### config.mk
export PLATFORM = sky130hd
export DESIGN_NAME = mem_wb_writeback_flat
export DESIGN_NICKNAME = d
export VERILOG_FILES = /design/src/rtl/mem_wb_writeback_pkg.sv /design/src/rtl/mem_wb_writeback_if.sv /design/src/rtl/mem_wb_writeback_bypass.sv /design/src/rtl/mem_wb_writeback.sv /design/src/flat_wrapper.sv
export SDC_FILE = /design/constraint.sdc
export NUM_CORES = 1
export LEC_CHECK = 0
export BUFFER_PORTS_ARGS = -buffer_cell sky130_fd_sc_hd__buf_2
export CORE_AREA = 2 2 155 157
export CTS_CLUSTER_DIAMETER = 150
export DETAILED_ROUTE_END_ITERATION = 12
export DIE_AREA = 0 0 157 159
export HOLD_SLACK_MARGIN = 0.15
export SYNTH_ARGS = -nofsm -noshare
export SYNTH_HDL_FRONTEND = slang
export SYNTH_HIERARCHICAL = 1
export SYNTH_SLANG_ARGS = --single-unit
export TNS_END_PERCENT = 20
### constraint.sdc
create_clock -name clk -period 12.24 [get_ports clk]
set_input_delay 1.224 -clock clk [delete_from_list [all_inputs] [get_ports clk]]
set_output_delay 1.224 -clock clk [all_outputs]
set_load 0.02 [all_outputs]
### src/rtl/mem_wb_writeback_pkg.sv
// Shared RISC-V pipeline constants, control opcodes and the MEM/WB register layout.
package riscv_pkg;

    localparam int XLEN  = 64;
    localparam int PC_W  = 8;
    localparam int RA_W  = 5;
    localparam int CNT_W = 32;

    localparam logic [RA_W-1:0] REG_X0 = '0;

    // Major opcodes decoded by the control unit.
    localparam logic [6:0] OP_RTYPE  = 7'b0110011;
    localparam logic [6:0] OP_ITYPE  = 7'b0010011;
    localparam logic [6:0] OP_LOAD   = 7'b0000011;
    localparam logic [6:0] OP_STORE  = 7'b0100011;
    localparam logic [6:0] OP_BRANCH = 7'b1100011;
    localparam logic [6:0] OP_JAL    = 7'b1101111;

    typedef struct packed {
        logic            valid;
        logic            regwrite;
        logic [RA_W-1:0] rd;
        logic [XLEN-1:0] wdata;
        logic [PC_W-1:0] pc;
        logic [31:0]     instr;
    } mem_wb_t;

endpackage

### src/rtl/mem_wb_writeback_if.sv
// EX/MEM-to-writeback bundle: pipeline inputs, decode read addresses, write port and trace outputs.
interface mem_wb_writeback_if;
    import riscv_pkg::*;

    logic                  in_valid;
    logic [XLEN-1:0]       in_alu_result;
    logic [XLEN-1:0]       in_mem_data;
    logic [RA_W-1:0]       in_rd;
    logic                  in_regwrite;
    logic                  in_memtoreg;
    logic [PC_W-1:0]       in_pc;
    logic [31:0]           in_instr;
    logic                  stall;
    logic                  flush;
    logic [RA_W-1:0]       id_rs1;
    logic [RA_W-1:0]       id_rs2;

    logic [XLEN-1:0]       rf_wrt_data;
    logic [RA_W-1:0]       rf_rd;
    logic                  rf_regwrite;
    logic                  byp_rs1_hit;
    logic                  byp_rs2_hit;
    logic [XLEN-1:0]       byp_data;
    logic                  wb_valid;
    logic [PC_W-1:0]       wb_pc;
    logic [31:0]           wb_instr;
    logic [CNT_W-1:0]      retire_count;

    modport master (
        output in_valid, in_alu_result, in_mem_data, in_rd, in_regwrite, in_memtoreg,
               in_pc, in_instr, stall, flush, id_rs1, id_rs2,
        input  rf_wrt_data, rf_rd, rf_regwrite, byp_rs1_hit, byp_rs2_hit, byp_data,
               wb_valid, wb_pc, wb_instr, retire_count
    );

    modport slave (
        input  in_valid, in_alu_result, in_mem_data, in_rd, in_regwrite, in_memtoreg,
               in_pc, in_instr, stall, flush, id_rs1, id_rs2,
        output rf_wrt_data, rf_rd, rf_regwrite, byp_rs1_hit, byp_rs2_hit, byp_data,
               wb_valid, wb_pc, wb_instr, retire_count
    );

endinterface

### src/rtl/mem_wb_writeback_bypass.sv
// Decode-read vs committing-write comparators; purely combinational.
// No state, no backpressure; x0 never hits.
module wb_bypass
    import riscv_pkg::*;
(
    input  logic            regwrite,
    input  logic [RA_W-1:0] rd,
    input  logic [RA_W-1:0] rs1,
    input  logic [RA_W-1:0] rs2,
    output logic            rs1_hit,
    output logic            rs2_hit
);

    assign rs1_hit = regwrite && (rs1 == rd) && (rs1 != REG_X0);
    assign rs2_hit = regwrite && (rs2 == rd) && (rs2 != REG_X0);

endmodule

### src/rtl/mem_wb_writeback.sv
// MEM/WB register, writeback data select, register-file write port, bypass and retire counter.
// Capture at edge N drives the write port in cycle N; stall holds the slot, flush outranks stall.
module mem_wb_writeback
    import riscv_pkg::*;
(
    input  logic                clk,
    input  logic                rst,
    mem_wb_writeback_if.slave   bus
);

    mem_wb_t          wb_q, wb_d;
    logic             done_q, done_d;
    logic [CNT_W-1:0] retire_q, retire_d;
    logic             retiring;
    logic             regwrite_now;

    // done marks a slot that has already committed, so a stalled instruction writes/counts once.
    assign retiring     = wb_q.valid && !done_q;
    assign regwrite_now = retiring && wb_q.regwrite && (wb_q.rd != REG_X0);

    always_comb begin
        wb_d     = wb_q;
        done_d   = done_q;
        retire_d = retire_q + CNT_W'(retiring);
        if (bus.flush) begin
            wb_d   = '0;
            done_d = 1'b0;
        end else if (!bus.stall) begin
            wb_d.valid    = bus.in_valid;
            wb_d.regwrite = bus.in_regwrite;
            wb_d.rd       = bus.in_rd;
            wb_d.wdata    = bus.in_memtoreg ? bus.in_mem_data : bus.in_alu_result;
            wb_d.pc       = bus.in_pc;
            wb_d.instr    = bus.in_instr;
            done_d        = 1'b0;
        end else if (wb_q.valid) begin
            done_d = 1'b1;
        end
    end

    always_ff @(posedge clk or posedge rst) begin
        if (rst) begin
            wb_q     <= '0;
            done_q   <= 1'b0;
            retire_q <= '0;
        end else begin
            wb_q     <= wb_d;
            done_q   <= done_d;
            retire_q <= retire_d;
        end
    end

    wb_bypass u_bypass (
        .regwrite (regwrite_now),
        .rd       (wb_q.rd),
        .rs1      (bus.id_rs1),
        .rs2      (bus.id_rs2),
        .rs1_hit  (bus.byp_rs1_hit),
        .rs2_hit  (bus.byp_rs2_hit)
    );

    // The count includes the instruction committing this cycle.
    assign bus.retire_count = retire_d;
    assign bus.rf_wrt_data  = wb_q.wdata;
    assign bus.rf_rd        = wb_q.rd;
    assign bus.rf_regwrite  = regwrite_now;
    assign bus.byp_data     = wb_q.wdata;
    assign bus.wb_valid     = wb_q.valid;
    assign bus.wb_pc        = wb_q.pc;
    assign bus.wb_instr     = wb_q.instr;

endmodule

### src/flat_wrapper.sv
// flat-port wrapper written by rule: the top's interface ports become plain ports
module mem_wb_writeback_flat import riscv_pkg::*;
  (clk, rst, bus_in_valid, bus_in_alu_result, bus_in_mem_data, bus_in_rd, bus_in_regwrite, bus_in_memtoreg, bus_in_pc, bus_in_instr, bus_stall, bus_flush, bus_id_rs1, bus_id_rs2, bus_rf_wrt_data, bus_rf_rd, bus_rf_regwrite, bus_byp_rs1_hit, bus_byp_rs2_hit, bus_byp_data, bus_wb_valid, bus_wb_pc, bus_wb_instr, bus_retire_count);
  mem_wb_writeback_if bus_i ();
  input  logic clk;
  input  logic rst;
  input wire logic [$bits(bus_i.in_valid)-1:0] bus_in_valid;
  input wire logic [$bits(bus_i.in_alu_result)-1:0] bus_in_alu_result;
  input wire logic [$bits(bus_i.in_mem_data)-1:0] bus_in_mem_data;
  input wire logic [$bits(bus_i.in_rd)-1:0] bus_in_rd;
  input wire logic [$bits(bus_i.in_regwrite)-1:0] bus_in_regwrite;
  input wire logic [$bits(bus_i.in_memtoreg)-1:0] bus_in_memtoreg;
  input wire logic [$bits(bus_i.in_pc)-1:0] bus_in_pc;
  input wire logic [$bits(bus_i.in_instr)-1:0] bus_in_instr;
  input wire logic [$bits(bus_i.stall)-1:0] bus_stall;
  input wire logic [$bits(bus_i.flush)-1:0] bus_flush;
  input wire logic [$bits(bus_i.id_rs1)-1:0] bus_id_rs1;
  input wire logic [$bits(bus_i.id_rs2)-1:0] bus_id_rs2;
  output wire logic [$bits(bus_i.rf_wrt_data)-1:0] bus_rf_wrt_data;
  output wire logic [$bits(bus_i.rf_rd)-1:0] bus_rf_rd;
  output wire logic [$bits(bus_i.rf_regwrite)-1:0] bus_rf_regwrite;
  output wire logic [$bits(bus_i.byp_rs1_hit)-1:0] bus_byp_rs1_hit;
  output wire logic [$bits(bus_i.byp_rs2_hit)-1:0] bus_byp_rs2_hit;
  output wire logic [$bits(bus_i.byp_data)-1:0] bus_byp_data;
  output wire logic [$bits(bus_i.wb_valid)-1:0] bus_wb_valid;
  output wire logic [$bits(bus_i.wb_pc)-1:0] bus_wb_pc;
  output wire logic [$bits(bus_i.wb_instr)-1:0] bus_wb_instr;
  output wire logic [$bits(bus_i.retire_count)-1:0] bus_retire_count;
  assign bus_i.in_valid = bus_in_valid;
  assign bus_i.in_alu_result = bus_in_alu_result;
  assign bus_i.in_mem_data = bus_in_mem_data;
  assign bus_i.in_rd = bus_in_rd;
  assign bus_i.in_regwrite = bus_in_regwrite;
  assign bus_i.in_memtoreg = bus_in_memtoreg;
  assign bus_i.in_pc = bus_in_pc;
  assign bus_i.in_instr = bus_in_instr;
  assign bus_i.stall = bus_stall;
  assign bus_i.flush = bus_flush;
  assign bus_i.id_rs1 = bus_id_rs1;
  assign bus_i.id_rs2 = bus_id_rs2;
  assign bus_rf_wrt_data = bus_i.rf_wrt_data;
  assign bus_rf_rd = bus_i.rf_rd;
  assign bus_rf_regwrite = bus_i.rf_regwrite;
  assign bus_byp_rs1_hit = bus_i.byp_rs1_hit;
  assign bus_byp_rs2_hit = bus_i.byp_rs2_hit;
  assign bus_byp_data = bus_i.byp_data;
  assign bus_wb_valid = bus_i.wb_valid;
  assign bus_wb_pc = bus_i.wb_pc;
  assign bus_wb_instr = bus_i.wb_instr;
  assign bus_retire_count = bus_i.retire_count;
  mem_wb_writeback u_core (.clk(clk), .rst(rst), .bus(bus_i));
endmodule
==> results.txt, run 1 <==
Std-Cell Core Area = 0.0232 mm2
First-pass GRT wire length = 32.0 mm
Cells resized by post-CTS repair = 0
Pleak = 5.47 nW
Residual DRC count = 0
Setup violations, final = 0
Routed Wire Length = 21.1 mm
Htree depth = 4
Setup TNS = 0 ns
DR pass1 iterations = 4
Vias = 6083
Crit start category = flip-flop
Synth area leader = dfrtp_1
Clock-pin transition on the worst setup and hold timing paths = 0.07 ns
Setup CP Type = reg -> out
Hold Fails Final Rpt = 0
Syn_area_per_cell = 9.59 um2
Highest clock rate = 0.241 GHz
CP Max Fanout = 9
Chip Height = 159 um
CTS root buffer = clkbuf_16
CP required = 11.02 ns
Least-Margin Pin Slew = 1.05 ns
Worst skew pair latency = 0.42 ns
Final nets = 1235
WP data arrival = 2.93 ns
Average wire per standard cell = 15.4 um
CTS tree = built
Ratio of cells with drive above 1 in the final layout = 41.3%
Main synth FF type = dfrtp_1
Synth cell types = 29
Die area = 0.0250 mm2
Hold WC Path Type = reg -> reg
Most common cell in the netlist = nor2_1
Cell area after synthesis = 0.00801 mm2
CP Capture Type = output pin
Largest net degree at the start of global routing = 116
Vias/cell = 4.42
PD cells = 137 mW/mm2
Number of global-route vias before repair = 5967
CTS Hold Buffers Added = 0
Largest cells by area after synthesis = dfrtp_1 (45%), buf_4 (16%), mux2i_1 (14%)
Chip width = 157 um
Syn Nets = 1028
Final GP Congestion = 0.819
Status = complete, no violations
Unrepaired setup endpoints after global routing = no
Synth Register Bits = 144
Detailed Place HPWL = 15.6 mm
IO Port Bufs = 398
DR iter-0 viols = 324
GRT Overall Usage = 16.4%
Relative slew margins = 29.8%
Top cells by count, synth = nor2_1 (182), buf_4 (173), dfrtp_1 (144), mux2i_1 (111), a21oi_1 (65)
GRT overflow = 0
Post-route ant nets = 0
Fin. max-slew vios = 0
Register area share after synthesis = 45.0%
EDFF count, synth = 0
Clk_skew = 0.0184 ns
# Post-CTS Setup Buffers = 0
Area growth, synth to finish = 19.7%
CTS Buf Count = 17
Peak supply drop = 0.0000781 V
Synth top area share = 45.0%
Final Cycle Share = 34.0%
Placed Area = 0.00897 mm2
Sequential Area = 0.00360 mm2
Max-cap violation count = 0
Final Cell Area = 0.00958 mm2
TritonCTS sink count = 144
Initial antenna violation count = 3
Synth Warn # = 6
Max Root-Sink Buffers = 2
I/O pin count = 399
Fill count = 2375
Starting density of the core = 34.5%
Min cycle time layout = 4.16 ns
Async SR Flop Fraction = 100%
Cell count after synthesis = 835
# rows = 56
Area of the multi-input gates = 0.00293 mm2
-- power by group --
part	switching [W]	internal, W	total (W)
sequential	0.0000270	0.000505	0.000532
combinational	0.000146	0.0000885	0.000234
clock	0.000232	0.000312	0.000544
total	0.000405	0.000906	0.00131
-- cell families after synthesis --
group	synth area share (%)
flops	45.0
mux	13.9
buf+inv	18.4
simple gates	13.9
compound gates	4.19
xor+xnor	4.16
fa+ha+maj	0.469
-- registers in the layout, indices dropped and copies added (netlist names) --
| name | count |
|---|---|
| u_core/bus.rf_rd | 5 |
| u_core/bus.byp_data | 64 |
| u_core/done_q | 1 |
| u_core/wb_q | 1 |
| u_core/retire_q | 32 |
| u_core/bus.wb_instr | 32 |
| u_core/bus.wb_pc | 8 |
| u_core/bus.wb_valid | 1 |
-- area by class of cell --
class	count	area share (%)
Clock buffer	17	4.44
Clock inverter	15	1.97
Multi-Input combinational cell	476	30.5
Antenna cell	1	0.0261
Sequential cell	144	37.6
Tap cell	319	4.16
Inverter	2	0.131
Timing Repair Buffer	401	21.1
-- worst max-delay path, cell delays in order, from the launching register on --
cell and delay (ns):
dfrtp_1 0.40, nor2b_1 0.24, ha_1 0.21, ha_1 0.24, nand3_1 0.12, or3_1 0.50
nor4_1 0.39, xor2_1 0.22, buf_2 0.19
-- cell usage in the layout (no fill, tap or decap), types with 5 or more instances in the layout --
cell       count
inv_6          8
mux2i_1      111
dfrtp_1      144
clkbuf_16     17
xor2_1        20
nand2_1       18
nor4_1         7
nand4_1       12
and3_1         7
buf_2        395
buf_4          5
nand3_1        7
nor3_1        10
nor2_1       182
a21oi_1       65
xnor2_1       18
-- per-layer routing --
layer / wire (um) / track usage, % / share of wire (%)
met5: 27 / 0 / 0.13
met4: 221 / 4.55 / 1.0
met3: 1680 / 4.98 / 8.0
met2: 10500 / 28.2 / 50
met1: 8720 / 19.6 / 41
-- final timing paths --
path / from / to / slack [ns] / cells after the start
worst max-delay path: u_core/bus.wb_valid / bus_retire_count[28] / 8.08 / 8
worst min-delay path: u_core/retire_q[31] / u_core/retire_q[31] / 0.47 / 1
worst max register to register: u_core/bus.wb_valid / u_core/retire_q[28] / 9.84 / 7
worst min register to register: u_core/retire_q[31] / u_core/retire_q[31] / 0.47 / 1
max in group asynchronous: rst / u_core/bus.byp_data[2] / 9.96 / 3
min in group asynchronous: rst / u_core/bus.wb_instr[28] / 0.91 / 2
-- through the flow --
step	power (W)	hold WS (ns)	util [%]	setup WS (ns)	instances
floorplan	0.000725	0.489	-	7.15	835
global placement	0.000776	0.453	38.7	8.62	1342
detailed placement	0.000779	0.456	38.7	8.49	1342
CTS	0.00133	0.471	41.3	8.02	1374
global route	0.00138	0.502	41.3	7.77	1374
finish	0.00131	0.466	41.3	8.08	1375
Note: power is estimated with default switching activity, not from simulation.
==> run 2, diff against run 1 <==
CORE_AREA = 2 2 154 156   (was 2 2 155 157)
DIE_AREA = 0 0 156 158   (was 0 0 157 159)
PLACE_DENSITY = 0.66   (was unset)
clock period = 3.4 ns   (was 12.24 ns; I/O delays follow)
==> run 2 against run 1 <==
Sequential cell count stayed put. Wire length is 1.4% higher. Clock-buffer cell count is 1 higher. Cell area is 2.1% higher. Core utilization is 1.1 points higher. Sequential power grew to 3.6 times the previous value.
==> results.txt, run 2 (synthesized netlist as in run 1, its figures left out) <==
CTS root buffer = clkbuf_16
Detailed Place HPWL = 15.5 mm
Dpl ws = 0.581 ns
Max reg flops = 64
Switching Fraction = 30.7%
Internal = 0.00321 W
Initial antenna violation count = 2
Pleak = 5.56 nW
Min cycle time layout = 3.16 ns
Most common cell after layout, fill and taps aside = buf_2
Highest metal used = met5
Htree depth = 4
Register share of total power = 41.3%
CP Capture Type = output pin
PD cells = 474 mW/mm2
Final GP Congestion = 0.844
Antenna diode instance count = 0
Fin. max-slew vios = 0
Clk_skew = 0.00824 ns
Metal3 WL = 1.69 mm
Die area = 0.0246 mm2
Final core utilization = 42.5%
Area growth, synth to finish = 22.3%
# Post-CTS Setup Buffers = 0
Starting density of the core = 34.7%
Post-route setup slack = 0.238 ns
Sw power = 0.00143 W
Chip Height = 158 um
CP peak stage delay = 0.43 ns
Final Cycle Share = 93.0%
DR iter-0 viols = 349
Vias/cell = 4.58
Status = complete, no violations
Setup violations, final = 0
First-pass GRT wire length = 31.1 mm
Slowest CP cell = or3_4
CP Cell Sequence = nor2b_1, ha_1, ha_1, nand3_1, or3_4, nor4_1, xor2_1, buf_2
WP data arrival = 2.82 ns
Setup TNS = 0 ns
Hold Fails Final Rpt = 0
I/O pin count = 399
CP bufs+invs = 1
Clock-pin transition on the worst setup and hold timing paths = 0.07 ns
Max Root-Sink Buffers = 2
Unrepaired setup endpoints after global routing = no
Clock network power share = 39.9%
Met2 wire length = 11.0 mm
CTS tree = built
CP required = 3.06 ns
Post-route ant nets = 0
Average wire per standard cell = 15.7 um
Final nets = 1258
Flop-to-flop setup slack = 1.10 ns
Vias = 6272
Routed Wire Length = 21.4 mm
Chip width = 156 um
Peak supply drop = 0.000295 V
Critical Path Most Common Cell = ha_1
# rows = 56
Relative slew margins = 19.6%
IO Port Bufs = 398
DR pass1 iterations = 4
Placed cells = 1314
Fill count = 2271
Max-cap violation count = 0
Ratio of cells with drive above 1 in the final layout = 40.7%
Number of global-route vias before repair = 5879
Final Cell Area = 0.00979 mm2
Highest clock rate = 0.316 GHz
Least-Margin Pin Slew = 1.21 ns
Crit start category = flip-flop
Residual DRC count = 0
Setup CP Type = reg -> out
Final cell count without fillers = 1368
CP Max Fanout = 9
TritonCTS sink count = 144
Worst skew pair latency = 0.41 ns
GRT Overall Usage = 16.3%
Placed Area = 0.00897 mm2
Crit-path leading delay family = simple AND/OR/NAND/NOR gates
Metal-1 WL = 8.62 mm
Comb power frac = 18.7%
Std-Cell Core Area = 0.0231 mm2
Hold WC Path Type = in -> reg
GRT overflow = 0
CTS Buf Count = 17
Largest net degree at the start of global routing = 113
Commonest cells after routing, fill and taps aside = buf_2 (395), nor2_1 (182), dfrtp_1 (144)
-- run 2: cell count changes in the layout (fill, tap and decap cells not counted), sizes merged --
| cell | before | now |
|---|---|---|
| dlygate4sd3 | 0 | 22 |
| diode | 1 | 0 |
| inv | 12 | 10 |
| buf | 401 | 402 |
| clkinvlp | 0 | 4 |
| clkinv | 3 | 1 |
| bufinv | 2 | 1 |
| clkbuf | 17 | 18 |
-- run 2: power groups by stage --
stage               clock [W]  sequential (W)  combinational (W)
floorplan                   0         0.00192           0.000687
global placement            0         0.00194           0.000850
detailed placement          0         0.00195           0.000858
CTS                   0.00192         0.00192           0.000879
global route          0.00199         0.00193           0.000946
finish                0.00185         0.00192           0.000870
-- run 2: final cells by class --
| class | instances | area (um2) | area share [%] |
|---|---|---|---|
| sequential | 144 | 3600 | 36.8 |
| clock buffer | 18 | 439 | 4.49 |
| clock inverter | 14 | 144 | 1.47 |
| tap | 290 | 363 | 3.71 |
| inverter | 2 | 11.3 | 0.115 |
| multi-input combinational | 476 | 2940 | 30.0 |
| timing repair buffer | 424 | 2290 | 23.4 |
-- run 2: worst paths after layout --
path	depth (start not counted)	end	startpoint
setup / recovery	8	bus_retire_count[26]	u_core/bus.wb_valid
hold reg to reg	1	u_core/retire_q[31]	u_core/retire_q[31]
setup reg to reg	7	u_core/retire_q[26]	u_core/bus.wb_valid
min in group asynchronous	4	u_core/bus.wb_pc[0]	rst
max in group asynchronous	4	u_core/bus.byp_data[22]	rst
hold / removal	3	u_core/bus.wb_instr[16]	bus_in_instr[16]
-- run 2: repair_timing --
| action | in CTS | in global routing |
|---|---|---|
| setup endpoints to repair | 0 | 3 |
| gates resized for setup | 0 | 2 |
| hold buffers | 22 | 0 |
| endpoints found under the hold margin | 98 | 0 |
-- run 2: per-layer routing --
metal  vias to the layer above  track usage (%)
li1                       3050                -
met1                      2961             18.8
met2                       250             29.4
met3                         9             5.20
met4                         2             3.80
met5                         -                0
-- run 2: per-stage QoR --
step / hold slack (ns) / total power (W)
floorplan: 0.489 / 0.00261
CTS: 0.150 / 0.00471
global route: 0.155 / 0.00487
finish: 0.171 / 0.00464
global placement: 0.463 / 0.00279
detailed placement: 0.457 / 0.00281
-- run 2: worst reg2reg max path, delay by kind of cell (launching register included) --
| family | cells | cell delay [ns] |
|---|---|---|
| xor+xnor | 1 | 0.22 |
| flops | 1 | 0.37 |
| fa+ha+maj | 2 | 0.45 |
| simple gates | 4 | 1.19 |
==> run 3, diff against run 2 <==
ABC_AREA = 1   (was unset)
CORE_AREA = 2 2 156 158   (was 2 2 154 156)
DIE_AREA = 0 0 158 160   (was 0 0 156 158)
GPL_ROUTABILITY_DRIVEN = 0   (was unset)
==> run 3 against run 2 <==
Clock skew increased by 0.0028 ns. Non-clock buffer count rose by 10. Sequential power up 2%. Sequential share of layout area fell by 1.4 points.
==> results.txt, run 3 <==
Status = complete, no violations
Largest net degree at the start of global routing = 87
Crit start category = flip-flop
DR iter-0 viols = 374
Main synth FF type = dfrtp_1
First-pass GRT wire length = 35.1 mm
WP data arrival = 2.31 ns
Setup violations, final = 0
EDFF count, synth = 0
Unrepaired setup endpoints after global routing = no
Placed Area = 0.00927 mm2
Register area share after synthesis = 43.2%
RR Endpoint = u_core/retire_q[24]
Synth area leader = dfrtp_1
Hold WC Path Type = in -> reg
Least-Margin Pin Slew = 0.905 ns
CP required = 3.06 ns
Cell count after synthesis = 956
Total power draw = 0.00493 W
Die area = 0.0253 mm2
Final nets = 1382
Final Cycle Share = 78.0%
Most common cell in the netlist = buf_4
CTS tree = built
Max-cap violation count = 0
Vias = 7011
Commonest cells after routing, fill and taps aside = buf_2 (396), nand3_1 (166), nand2_1 (155)
Routed Wire Length = 23.0 mm
CTS Hold Buffers Added = 28
R2r worst-path depth = 11
Clk_skew = 0.0110 ns
Cell area after synthesis = 0.00833 mm2
Std-Cell Core Area = 0.0238 mm2
TritonCTS sink count = 144
Synth cell types = 24
Relative slew margins = 39.5%
GRT overflow = 0
Flop-to-flop setup slack = 1.58 ns
Antenna diode instance count = 0
Pleak = 5.64 nW
Setup CP Type = reg -> out
# rows = 57
Most common cell after layout, fill and taps aside = buf_2
Starting density of the core = 35.0%
Setup TNS = 0 ns
Hold Crit Start = bus_in_instr[9]
Average wire per standard cell = 15.1 um
Post-route ant nets = 0
Chip Height = 160 um
# Post-CTS Setup Buffers = 0
Number of global-route vias before repair = 6776
Max reg flops = 64
Fill count = 2449
Synth Warn # = 6
Hold path depth = 3
Highest clock rate = 0.377 GHz
I/O pin count = 399
PD cells = 485 mW/mm2
Vias/cell = 4.60
Largest cells by area after synthesis = dfrtp_1 (43%), buf_4 (17%), nand3_1 (10%)
Initial antenna violation count = 0
Synth Register Bits = 144
CTS Buf Count = 17
Final core utilization = 42.7%
CTS root buffer = clkbuf_16
CP Capture Type = output pin
Htree depth = 4
Area growth, synth to finish = 22.0%
Async SR Flop Fraction = 100%
Detailed Place HPWL = 16.6 mm
Syn Nets = 1149
Hold Fails Final Rpt = 0
Worst skew pair latency = 0.41 ns
Synth top area share = 43.2%
GRT Overall Usage = 17.7%
DR pass1 iterations = 5
IO Port Bufs = 398
Slowest CP cell = dfrtp_1
Max Root-Sink Buffers = 2
CP Cell Sequence = inv_1, nor2_1, ha_1, ha_1, nand2_2, nor2_8, nand2_2, nor2_4, xor2_1, buf_2
Residual DRC count = 0
Hold slack = 0.167 ns
Cells resized by post-CTS repair = 0
Fin. max-slew vios = 0
Ratio of cells with drive above 1 in the final layout = 38.5%
Clock-pin transition on the worst setup and hold timing paths = 0.06 ns
Top cells by count, synth = buf_4 (186), nand3_1 (166), nand2_1 (155), dfrtp_1 (144), o21ai_0 (71)
Hold endpoint = u_core/bus.wb_instr[9]
Min cycle time layout = 2.65 ns
Chip width = 158 um
Syn_area_per_cell = 8.72 um2
Final Cell Area = 0.0102 mm2
CP peak stage delay = 0.34 ns
R2R Path Start = u_core/bus.wb_valid
Peak supply drop = 0.000290 V
CP Max Fanout = 5
-- run 3: cells by family after synthesis --
family	share of synthesized area (%)
compound gates	4.44
mux	7.69
fa+ha+maj	0.450
buf+inv	20.6
xor+xnor	1.58
simple gates	22.0
flops	43.2
-- run 3: where the power goes --
group / internal [W] / switching [W]
Clock: 0.00123 / 0.000737
Combinational: 0.000358 / 0.000643
Sequential: 0.00185 / 0.000114
Total: 0.00344 / 0.00149
-- run 3: routing by layer --
metal,up-vias,part of all wire (%),GRT usage [%]
li1,3422,-,-
met1,3285,42,21.9
met3,26,5.7,3.09
met4,0,1.9,5.32
met2,278,51,31.3
met5,-,0,0
-- run 3: layout make-up --
type | instances | area [um2] | area share, %
flip-flops and latches | 144 | 3600 | 35.4
multi-input cells | 549 | 3020 | 29.7
repair buffers | 434 | 2360 | 23.2
clock buffers | 22 | 484 | 4.76
well taps | 324 | 405 | 3.99
inverters | 43 | 168 | 1.65
clock inverters | 8 | 129 | 1.27
-- run 3: critical path: cells and delay by family (launching register included) --
kind                       cells  cell delay [ns]
adders and majority gates      2             0.41
xor gates and xnor gates       1             0.19
buffers and inverters          2             0.26
DFF                            1             0.34
and+or+nand+nor                5             0.69
-- run 3: worst max path at each step --
stage                              startpoint                      end  slack [ns]  depth (start not counted)
after floorplan           u_core/bus.wb_valid     bus_retire_count[14]        1.16                          9
after global placement              bus_stall  u_core/bus.byp_data[35]        1.03                          5
after detailed placement            bus_stall  u_core/bus.byp_data[24]        0.94                          5
after CTS                 u_core/bus.wb_valid     bus_retire_count[14]        0.70                         10
after global routing      u_core/bus.wb_valid     bus_retire_count[18]        0.58                         10
final                     u_core/bus.wb_valid     bus_retire_count[14]        0.75                         10
-- run 3: metrics by stage --
stage | instances | setup WS [ns]
floorplan | 956 | 1.16
global placement | 1466 | 1.03
detailed placement | 1466 | 0.942
CTS | 1524 | 0.703
global route | 1524 | 0.578
finish | 1524 | 0.747
